--- config.mk ---
export PLATFORM = sky130hd
export DESIGN_NAME = change_dispenser_flat
export DESIGN_NICKNAME = d
export VERILOG_FILES = /design/src/rtl/vm_pkg.sv /design/src/rtl/change_dispenser_if.sv /design/src/rtl/ack_timer.sv /design/src/rtl/change_dispenser.sv /design/src/flat_wrapper.sv
export SDC_FILE = /design/constraint.sdc
export NUM_CORES = 1
export LEC_CHECK = 0
export BUFFER_PORTS_ARGS = -buffer_cell sky130_fd_sc_hd__buf_2
export CAP_MARGIN = 20
export CELL_PAD_IN_SITES_DETAIL_PLACEMENT = 1
export CELL_PAD_IN_SITES_GLOBAL_PLACEMENT = 2
export CORE_MARGIN = 2
export CORE_UTILIZATION = 30
export CTS_CLUSTER_DIAMETER = 150
export DETAILED_ROUTE_END_ITERATION = 8
export PLACE_DENSITY = 0.74
export SLEW_MARGIN = 40
export SYNTH_ARGS = -nofsm -noshare
export SYNTH_HDL_FRONTEND = slang
export SYNTH_HIERARCHICAL = 1
export SYNTH_SLANG_ARGS = --single-unit
--- constraint.sdc ---
create_clock -name clk -period 1.8 [get_ports clk]
set_input_delay 0.18 -clock clk [delete_from_list [all_inputs] [get_ports clk]]
set_output_delay 0.18 -clock clk [all_outputs]
set_load 0.01 [all_outputs]
--- src/rtl/vm_pkg.sv ---
// rtl/vm_pkg.sv - vending machine shared types: FSM states, coin denominations, change width
// Shared by the change dispenser and the vending machine controller.
package vm_pkg;

  localparam int CHG_W = 4;
  typedef logic [CHG_W-1:0] chg_t;

  localparam chg_t DENOM1 = chg_t'(1);
  localparam chg_t DENOM2 = chg_t'(2);

  typedef enum logic [2:0] {
    ST_IDLE,
    ST_SELECT,
    ST_REQ,
    ST_WAIT_REL,
    ST_DONE,
    ST_FAULT
  } state_t;

  function automatic logic is_busy(state_t s);
    return (s == ST_SELECT) || (s == ST_REQ) || (s == ST_WAIT_REL);
  endfunction

endpackage

--- src/rtl/change_dispenser_if.sv ---
// rtl/change_dispenser_if.sv - vending machine / hopper side signals of the change dispenser
// master drives change requests and hopper status; slave is the dispenser.
interface change_dispenser_if;

  vm_pkg::chg_t chg_in;
  logic         chg_load;
  logic         ack;
  logic         empty1;
  logic         empty2;
  logic         clr_fault;
  logic         ej1;
  logic         ej2;
  logic         busy;
  logic         done;
  logic         fault;
  vm_pkg::chg_t remaining;

  modport master (
    output chg_in, chg_load, ack, empty1, empty2, clr_fault,
    input  ej1, ej2, busy, done, fault, remaining
  );

  modport slave (
    input  chg_in, chg_load, ack, empty1, empty2, clr_fault,
    output ej1, ej2, busy, done, fault, remaining
  );

endinterface

--- src/rtl/ack_timer.sv ---
// rtl/ack_timer.sv - counts REQ cycles without hopper ack
// o_expired flags the cycle whose increment would reach ACK_TIMEOUT.
module ack_timer #(
  parameter int ACK_TIMEOUT = 15
) (
  input  logic clk,
  input  logic rst,
  input  logic i_clr,
  input  logic i_en,
  output logic o_expired
);

  localparam int CNT_W = $clog2(ACK_TIMEOUT + 1);

  logic [CNT_W-1:0] r_count;

  always_ff @(posedge clk) begin
    if (rst || i_clr) begin
      r_count <= '0;
    end else if (i_en) begin
      r_count <= r_count + 1'b1;
    end
  end

  assign o_expired = i_en && (r_count == CNT_W'(ACK_TIMEOUT - 1));

endmodule

--- src/rtl/change_dispenser.sv ---
// rtl/change_dispenser.sv - coin change dispenser FSM driving 1- and 2-unit hoppers
// Pays out latched change largest-coin-first, one hopper request at a time.
module change_dispenser
  import vm_pkg::*;
#(
  parameter int ACK_TIMEOUT = 15
) (
  input logic               clk,
  input logic               rst,
  change_dispenser_if.slave io_bus
);

  state_t r_state, w_state_nxt;
  chg_t   r_remaining, w_rem_nxt;
  chg_t   r_denom, w_denom_nxt;
  logic   r_ej1, r_ej2, r_busy, r_done, r_fault;
  logic   w_tmr_clr, w_tmr_en, w_expired;

  assign w_tmr_en = (r_state == ST_REQ) && !io_bus.ack;

  ack_timer #(.ACK_TIMEOUT(ACK_TIMEOUT)) u_ack_timer (
    .clk      (clk),
    .rst      (rst),
    .i_clr    (w_tmr_clr),
    .i_en     (w_tmr_en),
    .o_expired(w_expired)
  );

  always_comb begin
    w_state_nxt = r_state;
    w_rem_nxt   = r_remaining;
    w_denom_nxt = r_denom;
    w_tmr_clr   = 1'b0;
    case (r_state)
      ST_IDLE: begin
        if (io_bus.chg_load) begin
          if (io_bus.chg_in != '0) begin
            w_state_nxt = ST_SELECT;
            w_rem_nxt   = io_bus.chg_in;
          end else begin
            w_state_nxt = ST_DONE;
            w_rem_nxt   = '0;
          end
        end
      end
      ST_SELECT: begin
        // Empty flags only matter here; a request already issued is never withdrawn
        if (r_remaining == '0) begin
          w_state_nxt = ST_DONE;
        end else if ((r_remaining >= DENOM2) && !io_bus.empty2) begin
          w_denom_nxt = DENOM2;
          w_state_nxt = ST_REQ;
          w_tmr_clr   = 1'b1;
        end else if (!io_bus.empty1) begin
          w_denom_nxt = DENOM1;
          w_state_nxt = ST_REQ;
          w_tmr_clr   = 1'b1;
        end else begin
          w_state_nxt = ST_FAULT;
        end
      end
      ST_REQ: begin
        if (io_bus.ack) begin
          w_rem_nxt   = r_remaining - r_denom;
          w_state_nxt = ST_WAIT_REL;
        end else if (w_expired) begin
          w_state_nxt = ST_FAULT;
        end
      end
      ST_WAIT_REL: begin
        if (!io_bus.ack) begin
          w_state_nxt = ST_SELECT;
        end
      end
      ST_DONE: begin
        w_rem_nxt   = '0;
        w_state_nxt = ST_IDLE;
      end
      ST_FAULT: begin
        if (io_bus.clr_fault) begin
          w_rem_nxt   = '0;
          w_state_nxt = ST_IDLE;
        end
      end
      default: begin
        w_rem_nxt   = '0;
        w_state_nxt = ST_IDLE;
      end
    endcase
  end

  always_ff @(posedge clk) begin
    if (rst) begin
      r_state     <= ST_IDLE;
      r_remaining <= '0;
      r_denom     <= DENOM1;
      r_ej1       <= 1'b0;
      r_ej2       <= 1'b0;
      r_busy      <= 1'b0;
      r_done      <= 1'b0;
      r_fault     <= 1'b0;
    end else begin
      r_state     <= w_state_nxt;
      r_remaining <= w_rem_nxt;
      r_denom     <= w_denom_nxt;
      // Outputs decode the next state so they switch together with the state they describe
      r_ej1       <= (w_state_nxt == ST_REQ) && (w_denom_nxt == DENOM1);
      r_ej2       <= (w_state_nxt == ST_REQ) && (w_denom_nxt == DENOM2);
      r_busy      <= is_busy(w_state_nxt);
      r_done      <= (w_state_nxt == ST_DONE);
      r_fault     <= (w_state_nxt == ST_FAULT);
    end
  end

  assign io_bus.ej1       = r_ej1;
  assign io_bus.ej2       = r_ej2;
  assign io_bus.busy      = r_busy;
  assign io_bus.done      = r_done;
  assign io_bus.fault     = r_fault;
  assign io_bus.remaining = r_remaining;

endmodule

--- src/flat_wrapper.sv ---
// flat-port wrapper written by rule: the top's interface ports become plain ports
module change_dispenser_flat import vm_pkg::*;
#(
  parameter int ACK_TIMEOUT = 15
)
  (clk, rst, io_bus_chg_in, io_bus_chg_load, io_bus_ack, io_bus_empty1, io_bus_empty2, io_bus_clr_fault, io_bus_ej1, io_bus_ej2, io_bus_busy, io_bus_done, io_bus_fault, io_bus_remaining);
  change_dispenser_if io_bus_i ();
  input logic clk;
  input logic rst;
  input wire logic [$bits(io_bus_i.chg_in)-1:0] io_bus_chg_in;
  input wire logic [$bits(io_bus_i.chg_load)-1:0] io_bus_chg_load;
  input wire logic [$bits(io_bus_i.ack)-1:0] io_bus_ack;
  input wire logic [$bits(io_bus_i.empty1)-1:0] io_bus_empty1;
  input wire logic [$bits(io_bus_i.empty2)-1:0] io_bus_empty2;
  input wire logic [$bits(io_bus_i.clr_fault)-1:0] io_bus_clr_fault;
  output wire logic [$bits(io_bus_i.ej1)-1:0] io_bus_ej1;
  output wire logic [$bits(io_bus_i.ej2)-1:0] io_bus_ej2;
  output wire logic [$bits(io_bus_i.busy)-1:0] io_bus_busy;
  output wire logic [$bits(io_bus_i.done)-1:0] io_bus_done;
  output wire logic [$bits(io_bus_i.fault)-1:0] io_bus_fault;
  output wire logic [$bits(io_bus_i.remaining)-1:0] io_bus_remaining;
  assign io_bus_i.chg_in = io_bus_chg_in;
  assign io_bus_i.chg_load = io_bus_chg_load;
  assign io_bus_i.ack = io_bus_ack;
  assign io_bus_i.empty1 = io_bus_empty1;
  assign io_bus_i.empty2 = io_bus_empty2;
  assign io_bus_i.clr_fault = io_bus_clr_fault;
  assign io_bus_ej1 = io_bus_i.ej1;
  assign io_bus_ej2 = io_bus_i.ej2;
  assign io_bus_busy = io_bus_i.busy;
  assign io_bus_done = io_bus_i.done;
  assign io_bus_fault = io_bus_i.fault;
  assign io_bus_remaining = io_bus_i.remaining;
  change_dispenser #(.ACK_TIMEOUT(ACK_TIMEOUT)) u_core (.clk(clk), .rst(rst), .io_bus(io_bus_i));
endmodule
==> metrics.csv, run 1 <==
stage,metric,value,unit
setup_path,path_max_fanout,11,
setup_path,r2r_start,u_core/r_state[0],
setup_path,r2r-end,u_core/u_ack_timer/r_count[3],
cts,cts_root_buf,clkbuf_8,
floorplan,pin_count,20,
timing,skew,0.0132,ns
logic_synthesis,ys_ff_latch,20,
timing,setup-violations-final,0,
global_route,gr-total-overflow,0,
setup_path,setup.worst_path.start,u_core/r_state[0],
setup_path,crit_type,flip-flop to flip-flop,
floorplan,die-area,0.00428,sq mm
global_route,antenna_found_initial,0,
logic_synthesis,yosys.area.top_type_share,35.4,%
cells_and_area,syn2layout_area_growth,27.2,%
timing,hold_viol,0,
route,drt_iter0_drc,43,
setup_path,rr_worst_depth,7,
cts,ctsHoldBuffers,0,
setup_path,setup.worst_path.start_class,flip-flop,
logic_synthesis,postSynthAreaPerCell,9.13,sq um
hold_path,hold_class,input pin to flip-flop,
status,status,"finished, final reports clean",
cts,clk_latency,0.26,ns
logic_synthesis,synth_edf_count,0,
floorplan,initial_utilization,31.2,%
logic_synthesis,synthFlopType,dfxtp_1,
pwr,static-leakage-power,0.000608,uW
job,max_cap_violations,0,
logic_synthesis,netlist_top_cells_count,"20 x dfxtp_1, 14 x nor2_1, 9 x inv_1, 9 x nor3_1",
cts,cts_setup_buffers,0,
cts,htreeDepth,1,
timing,relSlewSlack,68.9,%
cts,cts_tree,done,
logic_synthesis,synthArstFlopShare,0,%
route,drtPass1Iterations,4,
cts,cts_made_buffers,3,
setup_path,reg2reg_slack,0.11,ns
logic_synthesis,synthTopCellsByArea,"dfxtp_1 35%, ha_1 5.5%, mux2i_1 5.3%",
cells_and_area,antenna_cells,0,
logic_synthesis,syn_inst,124,
route,drt_wl_total,3.03,mm
floorplan,fp.dieH,65.4,um
cts,cts_buffer_depth,2,
pwr,power,1210,uW
timing,fin_crit,1.69,ns
floorplan,core-area,0.00363,sq mm
global_route,grt_pass1_vias,1030,
route,wire_per_inst,15.0,um
logic_synthesis,yosys.area.top_type,dfxtp_1,
floorplan,row_count,22,
logic_synthesis,synth_most_common_cell,dfxtp_1,
global_route,grt_pass1_wl,4.92,mm
route,viasPerCell,5.02,
global_route,track_usage,15.3,%
logic_synthesis,syn-cell-area,0.00113,sq mm
placed_design,hpwlAfterDp,2.49,mm
pwr,ir_drop,303,uV
timing,tightest_slew,0.461,ns
cells_and_area,drive_gt1_share,33.8,%
cts,clk_pin_slew_worst_paths,0.08,ns
setup_path,crit_path_end,u_core/u_ack_timer/r_count[3],
timing,setup_tns,0,ns
logic_synthesis,syn_nets,141,
placed_design,place_congestion,0.783,
route,postRouteAntennaNets,0,
cells_and_area,nets,172,
setup_path,endpoint_kind,flip-flop,
logic_synthesis,yosysSeqAreaShare,35.4,%
setup_path,worstPathArrival,1.85,ns
route,num_vias,1014,
logic_synthesis,yosys_warnings,6,
placed_design,portBuffers,19,
timing,fin_crit_sh,93.8,%
cts,clock_sinks,20,
logic_synthesis,synth.distinct_cells,43,
timing,slew_violations,0,
setup_path,crit_required,1.96,ns
timing,clock.fmax,592,MHz
floorplan,die_w,65.4,um
timing,rsz0062_at_grt,false,
route,drc,0,
global_route,grt_max_degree,17,
pwr,cellPowerDensity,837,mW/mm^2
==> cell families after synthesis <==
family,Yosys count,synth area share [%]
and+or+nand+nor,47,24.6
buffers and inverters,14,5.52
xor gates and xnor gates,4,3.09
AOI/OAI and AO/OA,26,17.8
muxes,7,6.30
adders and majority gates,6,7.29
DFF,20,35.4
==> registers in the layout, indices dropped and copies added, names as in the netlist <==
register	flops
u_core/io_bus.remaining	4
u_core/r_denom	4
u_core/u_ack_timer/r_count	4
u_core/r_state	3
u_core/io_bus.busy	1
u_core/io_bus.done	1
u_core/io_bus.ej1	1
u_core/io_bus.ej2	1
u_core/io_bus.fault	1
==> final cells by class <==
type	instances	area, sq um
Timing Repair Buffer	31	189
Inverter	9	33.8
Sequential cell	20	402
Multi-Input combinational cell	90	701
Tap cell	48	60.1
Clock buffer	4	55.1
Fill cell	452	2190
==> cells in the final DEF (no fill, tap or decap), types with 2 or more instances in the layout <==
cell	instances
buf_2	19
dfxtp_1	19
nor2_1	14
buf_4	11
inv_1	9
nor3_1	8
mux2i_1	6
a21oi_1	5
clkbuf_8	4
o21ai_0	4
nor2b_1	4
nand2_1	4
ha_1	4
nor3b_1	3
nand3b_1	3
xnor2_1	3
o41ai_2	2
o21a_1	2
==> what timing repair did <==
| item | in CTS | in global routing |
|---|---|---|
| endpoints found under the hold margin | 0 | 0 |
| pin swaps | 1 | 4 |
| endpoints found under the setup margin | 1 | 8 |
| gates cloned | 0 | 0 |
| resized for setup | 1 | 9 |
==> critical path, cell delays in order (launching register included) <==
cell	delay, ns
dfxtp_1	0.40
buf_6	0.17
nor3b_4	0.22
o41ai_2	0.14
nor2b_1	0.13
buf_4	0.19
nor3b_1	0.07
mux2_2	0.26
==> how the worst min path moves through the flow <==
stage | startpoint | to | slack (ns) | cells past startpoint
2_1_floorplan | rst | u_core/u_ack_timer/r_count[2] | 0.25 | 1
3_3_place_gp | u_core/r_denom[2] | u_core/r_denom[2] | 0.48 | 2
3_5_place_dp | u_core/r_denom[2] | u_core/r_denom[2] | 0.49 | 2
4_1_cts | rst | u_core/io_bus.remaining[0] | 0.27 | 2
5_1_grt | rst | u_core/io_bus.remaining[0] | 0.30 | 2
6_report | rst | u_core/io_bus.remaining[0] | 0.28 | 2
==> where the power goes <==
part | leakage [uW] | internal [uW] | switching (uW)
logic | 0.000416 | 169 | 189
clock network | 0.0000288 | 195 | 153
registers | 0.000163 | 473 | 27.1
total | 0.000608 | 837 | 369
==> through the flow <==
step	instance area [sq um]	util, %	cells	setup slack, ns	hold slack, ns
after CTS	1410	38.8	202	0.00430	0.274
after detailed placement	1350	37.1	198	0.00486	0.493
after global placement	1350	37.1	198	0.0780	0.478
after global routing	1440	39.6	202	0.00490	0.298
after floorplan	1140	-	124	0.0116	0.253
final	1440	39.6	202	0.112	0.277
==> layer usage <==
layer  part of all wire [%]  up-vias  GRT usage, %  wire (um)
li1                       -      499             -          -
met1                     44      493          19.3       1330
met2                     52       18          26.1       1560
met3                    3.2        4          2.91         97
met4                    1.4        0          4.69         41
met5                      0        -             0          0
No activity file was read; power rests on OpenSTA's default activity.
==> run 2, diff against run 1 <==
CELL_PAD_IN_SITES_DETAIL_PLACEMENT = default   (was 1)
CELL_PAD_IN_SITES_GLOBAL_PLACEMENT = default   (was 2)
CORE_UTILIZATION = 49   (was 30)
==> run 2 against run 1 <==
  * Sequential cell count unchanged
  * Highest routed layer unchanged
  * Critical endpoint is now u_core/io_bus.ej1
  * Via count decreased by 0.69%
  * Clock skew decreased by 0.0091 ns
==> metrics.csv, run 2 (synthesis gave the netlist of run 1 again) <==
stage,metric,value,unit,change
setup_path,r2r_start,u_core/u_ack_timer/r_count[0],,
floorplan,initial_utilization,51.7,%,+21 points
cts,cts_root_buf,clkbuf_4,,
cells_and_area,drive_gt1_share,33.6,%,-0.21 points
cells_and_area,fin_util,62.9,%,+23 points
timing,clock.fmax,581,MHz,-1.9%
floorplan,fp.dieH,52.1,um,-20%
timing,setup_ws,0.0788,ns,-0.0331 ns
route,postRouteAntennaNets,0,,unchanged
timing,fin_crit_sh,95.6,%,+1.8 points
setup_path,endpoint_kind,flip-flop,,
placed_design,hpwlAfterDp,1.90,mm,-23%
placed_design,portBuffers,19,,unchanged
timing,holdWs,0.240,ns,-0.0375 ns
route,drtPass1Iterations,4,,unchanged
global_route,antenna_found_initial,0,,unchanged
route,drc,0,,unchanged
hold_path,hold_depth,2,,unchanged
pwr,static-leakage-power,0.000581,uW,-4.4%
cells_and_area,final_common_cell,buf_2,,
route,dr_wl_met2,1.13,mm,-27%
global_route,grt_max_degree,17,,unchanged
placed_design,post_dp_cell_area,0.00130,sq mm,-3.5%
cts,clk_latency,0.29,ns,+0.03 ns
placed_design,place_congestion,0.813,,+3.8%
cells_and_area,fin_cells,180,,-11%
placed_design,dp_slack,-0.0337,ns,-0.0386 ns
status,status,"finished, final reports clean",,
pwr,cellPowerDensity,762,mW/mm^2,-9.0%
setup_path,setup.worst_path.start,u_core/u_ack_timer/r_count[0],,
placed_design,dp.cells,175,,-12%
timing,hold_viol,0,,unchanged
timing,relSlewSlack,70.4,%,+1.5 points
setup_path,crit_required,2.02,ns,+0.06 ns
setup_path,crit_type,flip-flop to flip-flop,,
global_route,grt_pass1_vias,938,,-8.9%
route,viasPerCell,5.59,,+11%
route,dr_wl_met3,105,um,+8.2%
timing,skew,0.00414,ns,-0.00908 ns
hold_path,holdPathEnd,u_core/io_bus.remaining[1],,
setup_path,worstPathArrival,1.95,ns,+0.10 ns
cts,htreeDepth,1,,unchanged
route,wire_per_inst,14.1,um,-5.9%
setup_path,critPathSlowestCell,dfxtp_2,,
cells_and_area,syn2layout_area_growth,21.8,%,
route,num_vias,1007,,-0.69%
setup_path,crit_chain,inv_1 -> ha_1 -> and4_4 -> or3_4 -> a21oi_2 -> o211a_1 -> o211ai_2 -> nor3_1,,
hold_path,hold_start,rst,,
job,max_cap_violations,0,,unchanged
setup_path,rr_worst_depth,8,,+1
setup_path,max_stage_delay,0.34,ns,-0.06 ns
cts,cts_made_buffers,3,,unchanged
cts,cts_tree,done,,
timing,slew_violations,0,,unchanged
floorplan,core-area,0.00219,sq mm,-40%
setup_path,path_max_fanout,3,,-8
route,topRoutingLayerUsed,met4,,
timing,setup-violations-final,0,,unchanged
hold_path,hold_class,input pin to flip-flop,,
global_route,grt_pass1_wl,4.21,mm,-14%
floorplan,die-area,0.00271,sq mm,-37%
setup_path,reg2reg_slack,0.08,ns,-0.03 ns
setup_path,setup.worst_path.start_class,flip-flop,,
global_route,track_usage,20.8,%,+5.6 points
floorplan,die_w,52.1,um,-20%
setup_path,r2r-end,u_core/io_bus.ej1,,
route,drt_wl_total,2.54,mm,-16%
pwr,ir_drop,600,uV,+98%
cells_and_area,final_cell_mix,"19 x buf_2, 17 x dfxtp_1, 14 x nor2_1",,
timing,rsz0062_at_grt,true,,
cells_and_area,nets,171,,-0.58%
cells_and_area,antenna_cells,0,,unchanged
floorplan,row_count,17,,-23%
cells_and_area,final_area,0.00138,sq mm,-4.3%
cts,clock_sinks,20,,unchanged
cts,cts_buffer_depth,2,,unchanged
route,wl_met1,1.28,mm,-3.4%
timing,fin_crit,1.72,ns,+0.0331 ns
timing,tightest_slew,0.440,ns,-0.0216 ns
floorplan,pin_count,20,,unchanged
cts,ctsHoldBuffers,0,,unchanged
cts,clk_pin_slew_worst_paths,0.11,ns,+0.03 ns
global_route,gr-total-overflow,0,,unchanged
route,drt_iter0_drc,30,,-30%
cells_and_area,nFillCells,187,,-59%
## run 2: cell types whose count changed in the layout (fill, tap and decap cells not counted), moves of 2 or more
cell | before | now
buf_4 | 11 | 9
dfxtp_1 | 19 | 17
clkbuf_4 | 0 | 3
clkbuf_8 | 4 | 0
## run 2: routing by layer
metal / GRT usage (%) / up-vias
li1: - / 500
met1: 30.9 / 479
met2: 31.0 / 26
met3: 1.72 / 2
met4: 7.89 / 0
met5: 0 / -
## run 2: final cells by class
class | instances | area [sq um] | share of cell area [%]
clock buffers | 3 | 22.5 | 1.63
inverters | 9 | 33.8 | 2.45
multi-input cells | 90 | 696 | 50.5
flip-flops and latches | 20 | 407 | 29.5
well taps | 28 | 35.0 | 2.54
repair buffers | 30 | 185 | 13.4
## run 2: critical path: cells and delay by family (launching register included)
kind | cells | cell delay (ns)
AOI/OAI and AO/OA | 3 | 0.47
adders and majority gates | 1 | 0.18
buffers and inverters | 1 | 0.04
DFF | 1 | 0.34
and+or+nand+nor | 3 | 0.64
## run 2: through the flow
stage / power (uW) / TNS, ns
3_3_place_gp: 810 / 0
5_1_grt: 1110 / -0.00578
2_1_floorplan: 725 / 0
4_1_cts: 1040 / 0
6_report: 1050 / 0
3_5_place_dp: 822 / -0.0613
## run 2: power breakdown
part	internal, uW	switching (uW)
sequential	475	29.6
clock	77.8	128
combinational	162	178
total	714	336
## run 2: timing repair
item                                    in CTS  in global routing
gates resized for setup                      2                 10
buffers inserted                             1                  1
pin swaps                                    1                  2
gates cloned                                 0                  0
endpoints found under the setup margin       2                 10
## run 2: worst max-delay path by stage
| stage | end | cells past startpoint | slack [ns] |
|---|---|---|---|
| 6_report | u_core/io_bus.ej1 | 8 | 0.08 |
| 5_1_grt | u_core/u_ack_timer/r_count[3] | 6 | -0.004 |
| 4_1_cts | u_core/io_bus.ej1 | 8 | 0.005 |
| 3_5_place_dp | u_core/io_bus.ej2 | 8 | -0.03 |
| 3_3_place_gp | u_core/io_bus.ej1 | 8 | 0.02 |
| 2_1_floorplan | u_core/io_bus.ej1 | 8 | 0.01 |
==> run 3, diff against run 2 <==
CORE_UTILIZATION = 50   (was 49)
PLACE_DENSITY = 0.73   (was 0.74)
clock period = 1.9 ns   (was 1.8 ns; I/O delays follow)
==> run 3 against run 2 <==
  * Register-to-register slack improved by 0.02 ns
  * Global-route usage about the same
  * Die area is 1.8% lower
  * Clock skew is 0.0031 ns lower
  * Largest power group unchanged
  * Highest routed layer unchanged
==> metrics.csv, run 3 (synthesis gave the netlist of run 1 again) <==
stage,metric,value,unit,change
status,status,"finished, final reports clean",,
route,drtPass1Iterations,4,,unchanged
route,postRouteAntennaNets,0,,unchanged
cts,clock_sinks,20,,unchanged
cells_and_area,drive_gt1_share,29.3,%,-4.2 points
cts,clk_latency,0.30,ns,about the same
timing,setup_tns,0,ns,unchanged
setup_path,worstPathArrival,2.03,ns,+0.08 ns
cells_and_area,antenna_cells,0,,unchanged
cells_and_area,nets,168,,-1.8%
global_route,grt_pass1_vias,897,,-4.4%
cells_and_area,final_cell_mix,"19 x buf_2, 19 x dfxtp_1, 14 x nor2_1",,
hold_path,hold_class,input pin to flip-flop,,
route,num_vias,972,,-3.5%
placed_design,hpwlAfterDp,1.95,mm,+2.5%
timing,relSlewSlack,67.7,%,-2.7 points
job,max_cap_violations,0,,unchanged
timing,fin_crit,1.80,ns,+0.0804 ns
placed_design,portBuffers,19,,unchanged
floorplan,initial_utilization,52.2,%,+0.51 points
pwr,cellPowerDensity,766,mW/mm^2,+0.57%
timing,clock.fmax,555,MHz,-4.5%
setup_path,path_max_fanout,4,,+1
setup_path,crit_required,2.13,ns,+0.11 ns
setup_path,r2r_start,u_core/u_ack_timer/r_count[0],,
floorplan,fp.dieH,51.6,um,-0.92%
timing,skew,0.00101,ns,-0.00313 ns
cts,clk_pin_slew_worst_paths,0.11,ns,about the same
floorplan,core-area,0.00217,sq mm,-0.97%
cts,cts_buffer_depth,2,,unchanged
setup_path,crit_chain,inv_1 -> ha_1 -> and4_2 -> or3_1 -> a21oi_2 -> o211a_1 -> o211ai_2 -> nor3_1,,
hold_path,hold_start,rst,,
global_route,track_usage,20.8,%,-0.033 points
cts,cts_root_buf,clkbuf_4,,
global_route,grt_pass1_wl,4.11,mm,-2.3%
floorplan,row_count,17,,unchanged
route,viasPerCell,5.46,,-2.4%
cells_and_area,nFillCells,197,,+5.3%
floorplan,die_w,51.6,um,-0.92%
pwr,static-leakage-power,0.000566,uW,-2.6%
setup_path,critPathSlowestCell,dfxtp_2,,
global_route,grt_max_degree,17,,unchanged
placed_design,place_congestion,0.793,,-2.4%
setup_path,max_stage_delay,0.34,ns,about the same
floorplan,pin_count,20,,unchanged
cells_and_area,syn2layout_area_growth,18.5,%,
floorplan,die-area,0.00266,sq mm,-1.8%
timing,setup_ws,0.0984,ns,+0.0196 ns
cts,cts_made_buffers,3,,unchanged
setup_path,crit_type,flip-flop to flip-flop,,
timing,fin_crit_sh,94.8,%,-0.80 points
global_route,antenna_found_initial,0,,unchanged
route,wire_per_inst,14.0,um,-1.1%
route,drc,0,,unchanged
cells_and_area,fin_cells,178,,-1.1%
timing,setup-violations-final,0,,unchanged
timing,tightest_slew,0.472,ns,+0.0325 ns
setup_path,setup.worst_path.start_class,flip-flop,,
setup_path,setup.worst_path.start,u_core/u_ack_timer/r_count[0],,
timing,rsz0062_at_grt,false,,
placed_design,dp_slack,0.0198,ns,+0.0535 ns
placed_design,dp.cells,172,,-1.7%
cts,ctsHoldBuffers,0,,unchanged
pwr,power,1030,uW,-2.2%
setup_path,endpoint_kind,flip-flop,,
timing,slew_violations,0,,unchanged
global_route,gr-total-overflow,0,,unchanged
pwr,ir_drop,528,uV,-12%
cts,cts_tree,done,,
timing,hold_viol,0,,unchanged
cts,htreeDepth,1,,unchanged
route,drt_wl_total,2.49,mm,-2.2%
route,drt_iter0_drc,23,,-23%
-- run 3: cell count changes in the layout (fill, tap and decap cells not counted), sizes merged --
| cell | before | now |
|---|---|---|
| clkbuf | 3 | 4 |
| buf | 30 | 27 |
-- run 3: path summary, 6_finish.rpt --
path	to	slack [ns]	cells after the start
worst min-delay path	u_core/r_state[0]	0.23	2
worst max-delay path	u_core/io_bus.ej1	0.1	8
worst max register to register	u_core/io_bus.ej1	0.1	8
worst min register to register	u_core/r_denom[2]	0.49	2
-- run 3: routing by layer --
layer	part of all wire, %	GRT usage [%]	vias up
met2	46	31.4	25
met4	1.1	9.21	0
li1	-	-	494
met1	48	29.7	449
met5	0	0	-
met3	4.8	2.30	4
-- run 3: per-stage QoR --
step	hold slack, ns	utilization (%)	area [sq um]
6_report	0.229	61.8	1340
5_1_grt	0.230	61.8	1340
3_5_place_dp	0.483	58.9	1280
4_1_cts	0.221	60.6	1320
3_3_place_gp	0.477	58.9	1280
2_1_floorplan	0.263	-	1130
-- run 3: final cells by class --
cell class                      instances  area, sq um  share of cell area (%)
Inverter                                9         33.8                    2.52
Multi-Input combinational cell         90          679                    50.7
Timing Repair Buffer                   27          155                    11.6
Tap cell                               28         35.0                    2.61
Sequential cell                        20          402                    29.9
Clock buffer                            4         36.3                    2.71
-- run 3: power by group --
| group | internal [uW] | leakage, uW | switching [uW] |
|---|---|---|---|
| logic | 143 | 0.000382 | 158 |
| registers | 448 | 0.000163 | 31.6 |
| clock network | 117 | 0.0000210 | 130 |
| total | 708 | 0.000566 | 319 |
-- run 3: timing repair --
action                                  4_1_cts  5_1_grt
gates resized for setup                       0        3
endpoints found under the setup margin        0        3
setup buffers                                 0        2
-- run 3: worst max-delay path, delay by kind of cell, from the launching register on --
kind / cells / cell delay, ns
compound gates: 3 / 0.46
buf+inv: 1 / 0.04
simple gates: 3 / 0.71
flops: 1 / 0.34
fa+ha+maj: 1 / 0.19
